### config.mk
export PLATFORM = sky130hd
export DESIGN_NAME = fifo_read_ctrl
export DESIGN_NICKNAME = d
export VERILOG_FILES = /design/src/rtl/fifo_read_ctrl.sv
export SDC_FILE = /design/constraint.sdc
export NUM_CORES = 1
export LEC_CHECK = 0
export ABC_AREA = 1
export CORE_UTILIZATION = 30
export CTS_CLUSTER_DIAMETER = 150
export CTS_CLUSTER_SIZE = 12
export DETAILED_ROUTE_END_ITERATION = 10
export PLACE_DENSITY = 0.62
export SYNTH_ARGS = -nofsm -noshare
export SYNTH_HDL_FRONTEND = slang
export SYNTH_SLANG_ARGS = --single-unit
### constraint.sdc
create_clock -name r_clk_i -period 4.5 [get_ports r_clk_i]
set_input_delay 0.45 -clock r_clk_i [delete_from_list [all_inputs] [get_ports r_clk_i]]
set_output_delay 0.45 -clock r_clk_i [all_outputs]
set_load 0.05 [all_outputs]
### src/rtl/fifo_read_ctrl.sv
// Read-side controller for an asynchronous FIFO.
// Tracks the read pointer, derives occupancy and flags from the synced write pointer.
module fifo_read_ctrl #(
    parameter int PTR_WIDTH = 8,
    parameter int AE_THRESH = 4
) (
    input  logic                   r_clk_i,
    input  logic                   r_rst_i,
    input  logic                   r_en_i,
    input  logic [0:PTR_WIDTH-1]   r_w_ptr_i,
    output logic [PTR_WIDTH-2:0]   r_addr_o,
    output logic [0:PTR_WIDTH-1]   r_ptr_o,
    output logic                   r_empty_o,
    output logic                   r_almost_empty_o,
    output logic [PTR_WIDTH-1:0]   r_count_o,
    output logic                   r_underflow_o
);

    localparam logic [PTR_WIDTH-1:0] AE_T = PTR_WIDTH'(AE_THRESH);
    localparam logic [PTR_WIDTH-1:0] ONE  = PTR_WIDTH'(1);

    logic [PTR_WIDTH-1:0] r_bin;
    logic [PTR_WIDTH-1:0] r_bin_next;
    logic [PTR_WIDTH-1:0] r_gray_next;
    logic [PTR_WIDTH-1:0] w_gray;
    logic [PTR_WIDTH-1:0] w_bin;
    logic [PTR_WIDTH-1:0] count_next;
    logic                 pop;

    // The head of the FIFO is the low bits of the binary read pointer.
    assign r_addr_o = r_bin[PTR_WIDTH-2:0];

    // Incoming Gray pointer viewed as a plain MSB-first number.
    assign w_gray = r_w_ptr_i;

    // Gray to binary: each bit is the XOR of itself and all bits above it.
    always_comb begin
        w_bin = '0;
        for (int i = 0; i < PTR_WIDTH; i++) begin
            w_bin[i] = ^(w_gray >> i);
        end
    end

    // Next read pointer; a pop is honoured only when the FIFO is not empty.
    always_comb begin
        pop         = r_en_i & ~r_empty_o;
        r_bin_next  = pop ? (r_bin + ONE) : r_bin;
        r_gray_next = r_bin_next ^ (r_bin_next >> 1);
        count_next  = w_bin - r_bin_next;
    end

    // Register pointer, flags and occupancy; underflow is sticky until reset.
    always_ff @(posedge r_clk_i) begin
        if (r_rst_i) begin
            r_bin            <= '0;
            r_ptr_o          <= '0;
            r_empty_o        <= 1'b1;
            r_almost_empty_o <= 1'b1;
            r_count_o        <= '0;
            r_underflow_o    <= 1'b0;
        end else begin
            r_bin            <= r_bin_next;
            r_ptr_o          <= r_gray_next;
            r_empty_o        <= (r_gray_next == w_gray);
            r_almost_empty_o <= (count_next <= AE_T);
            r_count_o        <= count_next;
            if (r_en_i && r_empty_o) begin
                r_underflow_o <= 1'b1;
            end
        end
    end

endmodule

==> impl_metrics.py, run 1 <==
metrics = {
    "timing": {
        "finalSetupViolCount": 0,
        "total_negative_slack_for_setup_checks_ns": 0,
        "period_needed_ns": 2.863,
        "unrepaired_setup_endpoints_after_global_routing": "false",
        "max_slew_margin": 0.4295,
        "max_freq_mhz": 349.3,
        "fin_skew_ns": 0.005194,
        "period_share": 0.6362,
        "number_of_hold_slack_violations_in_the_final_timing_report": 0,
        "final-max-slew-violation-count": 0,
        "worst_pin_slew_ns": 0.8531,
        "timing.hold.ws_ns": 0.4757,
    },
    "die": {
        "fp.dieW_um": 77.09,
        "rows": 26,
        "floorplan.initialDensity": 0.3210,
        "ios": 37,
        "die-height_um": 77.09,
        "die_area_um2": 5943,
        "core_region_area_um2": 5270,
    },
    "yosys": {
        "async_reset_ff_frac": 0,
        "ys.flop_type": "dfxtp_1",
        "synth_compound_area_frac": 0.04142,
        "synth.mux.area_fraction": 0.008136,
        "synth.ff_latch_count": 26,
        "synth.yosys.warnings": 0,
        "synth_cell_types": 31,
        "synthesis.nets": 250,
        "synth_edf_count": 0,
        "avgSynthCellArea_um2": 7.229,
        "synth.cell_area_um2": 1692,
        "yosys.area_share.xor_xnor": 0.1324,
        "yosys.area.top_type_share": 0.3077,
        "biggest_area_consumer_among_synthesized_cells": "dfxtp_1",
        "yosys.area_share.simple": 0.3905,
        "combinational_family_with_the_most_area_after_synthesis": "simple AND/OR/NAND/NOR gates",
        "synth_sequential_area_ratio": 0.3077,
        "syn_inst": 234,
        "yosys-top-cells-area": "dfxtp_1 (31%), nand2_1 (12%), xor2_1 (6.7%)",
        "synth_adder_area_share": 0.04142,
    },
    "route": {
        "vias": 1458,
        "drt_wl_total_mm": 3.517,
        "wl_per_cell_um": 10.31,
        "route.detailed.vias_per_inst": 4.276,
        "initialDrtViolationCount": 54,
        "dr.pass1.iters": 4,
        "post-route-drc-count": 0,
        "ant_nets": 0,
    },
    "setup_path": {
        "cpMaxStageDelayCell": "clkdlybuf4s50_1",
        "crit_top_cell": "nand2_1",
        "cp.depth": 20,
        "critical-path-top-delay-family": "simple AND/OR/NAND/NOR gates",
        "category_of_the_worst_setup_path_capture_point": "flop",
        "crit_arrival_ns": 3.04,
        "cpPeakStageDelay_ns": 0.54,
        "critical_path_peak_fanout": 6,
        "worst-path-buf-inv": 3,
        "crit_path_cell_trace": "clkdlybuf4s50_1, nor2_2, inv_1, nand2_1, nand2_1, nand2_2, nand2_2, nand2_2, xor2_1, ha_1, inv_1, fa_1, nand3_2, nand2_1, nor2_1, nor2_1, nand2_1, nand2_1, nand3_1, nor2_2",
        "timing_worst_setup_path_type": "in2reg",
        "startpoint_type": "primary input",
        "reg2regPathDepth": 13,
        "worst-endpoint-required_ns": 4.67,
    },
    "placed_design": {
        "placement.io_buffers": 36,
        "place.gp.congestion": 0.8093,
        "dp_hpwl_mm": 2.854,
    },
    "grt": {
        "grt_pass1_wl_mm": 6.285,
        "initial_antenna_violation_count": 0,
        "grt.overflow.total": 0,
        "track_usage": 0.1330,
        "number_of_global_route_vias_before_repair": 1410,
        "grt_start_max_net_pins": 23,
    },
    "outcome": {
        "run_status": "finished, final reports clean",
    },
    "finish": {
        "post_route_cells_drive_above_1_share": 0.1734,
        "num_antenna_cells": 0,
        "final.fill_count": 584,
        "num-nets-final": 288,
        "layout.cells.most_common_list": "nand2_1 (52), clkdlybuf4s50_1 (36), inv_1 (26), dfxtp_1 (26), nor2_1 (25)",
        "syn2layout_area_growth_pct": 29.96,
        "mostFrequentLayoutCell": "nand2_1",
    },
    "run": {
        "drv.max_cap_violation_count": 0,
    },
    "clock_tree": {
        "cts-htree-levels": 1,
        "clock_path_buffers": 2,
        "cts_root_buffer": "clkbuf_8",
        "clkSinkCount": 26,
        "clkTransAtPathRegs_ns": 0.09,
        "clock_tree_from_tritoncts": "done",
        "cts_buf_count": 3,
        "worst_skew_pair.late_latency_ns": 0.27,
        "cts.repair_timing.setup_buffer_count": 0,
        "post_cts_resize_count": 0,
        "cts-hold-fix-buffers": 0,
    },
    "power_and_ir_drop": {
        "power-per-cell-area_nw_per_um2": 313.3,
        "max-vdd-ir-drop_uv": 122.8,
        "power.static_leakage_nw": 1.020,
    },
    "min_path": {
        "hold_removal_path_class": "reg2reg",
        "worst_hold_path.num_cells": 2,
    },
}
-- state kept, by name (all words and copies together) (netlist names) --
name / cells
r_ptr_o: 7
r_empty_o: 1
r_bin: 8
r_count_o: 8
r_underflow_o: 1
r_almost_empty_o: 1
-- report_power, final --
part           leakage (nW)  internal (mW)  total [mW]  switching (mW)
Combinational         0.771         0.0865       0.241           0.155
Clock                0.0357          0.119       0.195          0.0758
Sequential            0.213          0.247       0.253         0.00593
-- path summary, 6_finish.rpt --
kind | start | end | slack [ns]
min | r_underflow_o | r_underflow_o | 0.48
max reg2reg | r_bin[0] | r_almost_empty_o | 2.18
min reg2reg | r_underflow_o | r_underflow_o | 0.48
max | r_w_ptr_i[0] | r_almost_empty_o | 1.64
-- cell families (layout without fill, tap and decap cells) --
group,count (synthesis),after routing
buffers and inverters,35,72
AND/OR/NAND/NOR,134,134
adder cells (fa/ha/maj),5,5
flip-flops,26,26
AO/OA/AOI/OAI,10,10
multiplexers,1,1
XOR/XNOR,23,23
-- routing by layer --
| metal | global-route usage | wire length, um | vias to the layer above |
|---|---|---|---|
| li1 | - | - | 795 |
| met4 | 0.05849 | 54 | 0 |
| met2 | 0.2196 | 1588 | 25 |
| met1 | 0.1675 | 1742 | 633 |
| met5 | 0 | 0 | - |
| met3 | 0.02500 | 132 | 5 |
-- Yosys cell counts (2+ instances only) --
master and number:
a21oi_1 6, nor2_4 2, xor2_1 13, dfxtp_1 26
nor2_1 25, nand2_1 52, xor2_2 2, xnor2_1 7
nor2_2 7, ha_1 4, nand3_1 19, nand4_1 2
inv_1 26, inv_2 5, nand2_2 16, nand3b_1 2
nand3_2 4, nand2_4 2, clkbuf_1 2
-- layout make-up --
class                           instances  area [um^2]  share of cell area
Inverter                               32        120.1             0.05464
Multi-Input combinational cell        173         1039              0.4724
Timing Repair Buffer                   36        360.3              0.1639
Sequential cell                        26        520.5              0.2368
Clock inverter                          1        30.03             0.01366
Clock buffer                            3        41.29             0.01878
Tap cell                               70        87.58             0.03984
-- through the flow --
stage	util	instances	area, um^2	setup WS [ns]	power, mW
global route	0.4171	341	2198	1.344	0.7353
finish	0.4171	341	2198	1.637	0.6888
floorplan	-	234	1692	2.048	0.4347
global placement	0.4036	337	2127	1.432	0.4991
detailed placement	0.4036	337	2127	1.344	0.5007
CTS	0.4171	341	2198	1.622	0.7016
-- worst reg2reg max path, stage by stage (launching register included) --
cell,delay (ns)
dfxtp_1,0.45
ha_1,0.28
mux2i_2,0.38
ha_1,0.32
a21o_1,0.19
nand2_2,0.07
nand2_2,0.06
nand2_1,0.08
nand2_1,0.05
nor2_1,0.10
nand2_1,0.06
nand2_1,0.05
nand3_1,0.10
nor2_2,0.08
Note: power is estimated with default switching activity, not from simulation.
==> run 2: changes to the inputs <==
PLACE_DENSITY = 0.64   (was 0.62)
clock period = 2.5 ns   (was 4.5 ns; I/O delays follow)
==> run 2 against run 1 <==
Clock power rose by 80%. Critical endpoint unchanged. Worst setup slack lost 1.4 ns. Largest cell class unchanged. Sequential share of layout area fell by 2.3 points. Sequential cell count did not move. Worst hold slack gained 0.011 ns. Via count rose by 6.7%. Highest routed layer unchanged. Final area grew 11%. Clock skew is 0.0020 ns higher. Wire length increased by 5.4%.
==> impl_metrics.py, run 2 (synthesis gave the netlist of run 1 again) <==
metrics = {
    "route": {
        "dr.pass1.iters": 4,
        "initialDrtViolationCount": 50,
        "vias": 1556,
        "route.detailed.vias_per_inst": 4.240,
        "post-route-drc-count": 0,
        "drt_wl_total_mm": 3.708,
        "wl_per_cell_um": 10.10,
        "ant_nets": 0,
    },
    "setup_path": {
        "worst-endpoint-required_ns": 2.71,
        "category_of_the_worst_setup_path_capture_point": "flop",
        "startpoint_type": "primary input",
        "crit_arrival_ns": 2.49,
        "reg2regPathDepth": 13,
        "critical_path_peak_fanout": 3,
        "ff2ff_setup_slack_ns": 0.23,
        "worstSetupStartpoint": "r_en_i",
        "timing_worst_setup_path_type": "in2reg",
        "capture_instance_of_the_worst_register_to_register_path": "r_almost_empty_o",
        "critical_path.reg2reg.startpoint": "r_bin[0]",
    },
    "placed_design": {
        "place.gp.congestion": 0.8421,
        "dp_hpwl_mm": 2.947,
        "placed_instance_area_um2": 2322,
        "placement.io_buffers": 36,
        "setup_slack_placement_ns": -0.3271,
        "dp_cells": 363,
    },
    "clock_tree": {
        "cts.repair_timing.setup_buffer_count": 0,
        "cts-hold-fix-buffers": 0,
        "clkSinkCount": 26,
        "clock_path_buffers": 2,
        "worst_skew_pair.late_latency_ns": 0.27,
        "cts_buf_count": 3,
        "clock_tree_from_tritoncts": "done",
        "clkTransAtPathRegs_ns": 0.10,
        "cts-htree-levels": 1,
        "cts_root_buffer": "clkbuf_8",
    },
    "timing": {
        "timing.hold.ws_ns": 0.4864,
        "period_share": 0.9102,
        "total_negative_slack_for_setup_checks_ns": 0,
        "final-max-slew-violation-count": 0,
        "worst_path_setup_slack_after_routing_ns": 0.2245,
        "worst_pin_slew_ns": 0.4963,
        "number_of_hold_slack_violations_in_the_final_timing_report": 0,
        "finalSetupViolCount": 0,
        "fin_skew_ns": 0.007171,
        "period_needed_ns": 2.276,
        "max_freq_mhz": 439.5,
        "max_slew_margin": 0.6681,
    },
    "finish": {
        "syn2layout_area_growth_pct": 43.86,
        "post-route-util": 0.4618,
        "final.fill_count": 538,
        "layout.area.seq_um2": 520.5,
        "combined_area_of_the_multi_input_logic_cells_um2": 1074,
        "mostFrequentLayoutCell": "nand2_1",
        "layout.cells.most_common_list": "nand2_1 (50), clkdlybuf4s50_1 (30), inv_1 (26), buf_4 (26), dfxtp_1 (26)",
        "finish.instance_area_um2": 2434,
        "post_route_cells_drive_above_1_share": 0.2694,
        "finalNonFillerCells": 367,
        "num_antenna_cells": 0,
        "reg.largest.list": "r_bin: 8 flops, r_count_o: 8 flops, r_ptr_o: 7 flops",
        "num-nets-final": 314,
    },
    "grt": {
        "grt_pass1_wl_mm": 6.644,
        "track_usage": 0.1377,
        "number_of_global_route_vias_before_repair": 1520,
        "grt_start_max_net_pins": 22,
        "initial_antenna_violation_count": 0,
        "grt.overflow.total": 0,
    },
    "min_path": {
        "hold_removal_path_class": "reg2reg",
        "holdCritStartpoint": "r_underflow_o",
        "worst_hold_path.num_cells": 2,
        "min_to": "r_underflow_o",
    },
    "die": {
        "fp.dieW_um": 77.09,
        "ios": 37,
        "die-height_um": 77.09,
        "core_region_area_um2": 5270,
        "rows": 26,
        "die_area_um2": 5943,
        "floorplan.initialDensity": 0.3210,
    },
    "power_and_ir_drop": {
        "power-per-cell-area_nw_per_um2": 535.6,
        "max-vdd-ir-drop_uv": 246.0,
        "power.static_leakage_nw": 1.180,
        "power_mw": 1.303,
    },
    "outcome": {
        "run_status": "finished, final reports clean",
    },
    "run": {
        "drv.max_cap_violation_count": 0,
    },
}
## run 2: cell types whose count changed in the layout (fill, tap and decap cells not counted), sizes merged
| cell | delta |
|---|---|
| buf | +26 |
| clkdlybuf4s15 | +1 |
| dlymetal6s2s | +3 |
| dlygate4sd2 | +2 |
| clkdlybuf4s50 | -6 |
## run 2: per-layer routing
| layer | track usage | part of all wire |
|---|---|---|
| met1 | 0.1796 | 0.50 |
| met2 | 0.2348 | 0.47 |
| met3 | 0.01905 | 0.026 |
| met4 | 0.03962 | 0.0078 |
| met5 | 0 | 0 |
## run 2: critical path: stages
cell and delay [ns]:
clkdlybuf4s50_1 0.43, buf_4 0.15, nand2_1 0.11, mux2i_2 0.38, ha_1 0.30, a21o_1 0.19
nand2_2 0.08, nand2_2 0.06, nand2_1 0.08, nand2_1 0.05, nor2_1 0.11, nand2_1 0.06
nand2_1 0.06, nand3_1 0.10, nor2_2 0.08
## run 2: what timing repair did
| item | CTS | global route |
|---|---|---|
| gates resized for setup | 4 | 10 |
| setup endpoints to repair | 1 | 4 |
| pin swaps | 1 | 3 |
## run 2: area by class of cell
cell class	count	share of cell area
Inverter	32	0.04936
Multi-Input combinational cell	173	0.4411
Clock buffer	3	0.01697
Timing Repair Buffer	62	0.2303
Tap cell	70	0.03599
Sequential cell	26	0.2139
Clock inverter	1	0.01234
## run 2: worst max path at each step
stage | end | slack (ns) | depth (start not counted)
2_1_floorplan | r_almost_empty_o | 0.05 | 13
3_3_place_gp | r_almost_empty_o | -0.27 | 19
3_5_place_dp | r_almost_empty_o | -0.33 | 20
4_1_cts | r_almost_empty_o | 0.02 | 20
5_1_grt | r_almost_empty_o | -0.03 | 19
6_report | r_almost_empty_o | 0.22 | 15
## run 2: power by group
group / switching, mW / internal (mW)
Sequential: 0.0105 / 0.444
Combinational: 0.295 / 0.202
Clock: 0.137 / 0.214
Total: 0.443 / 0.860
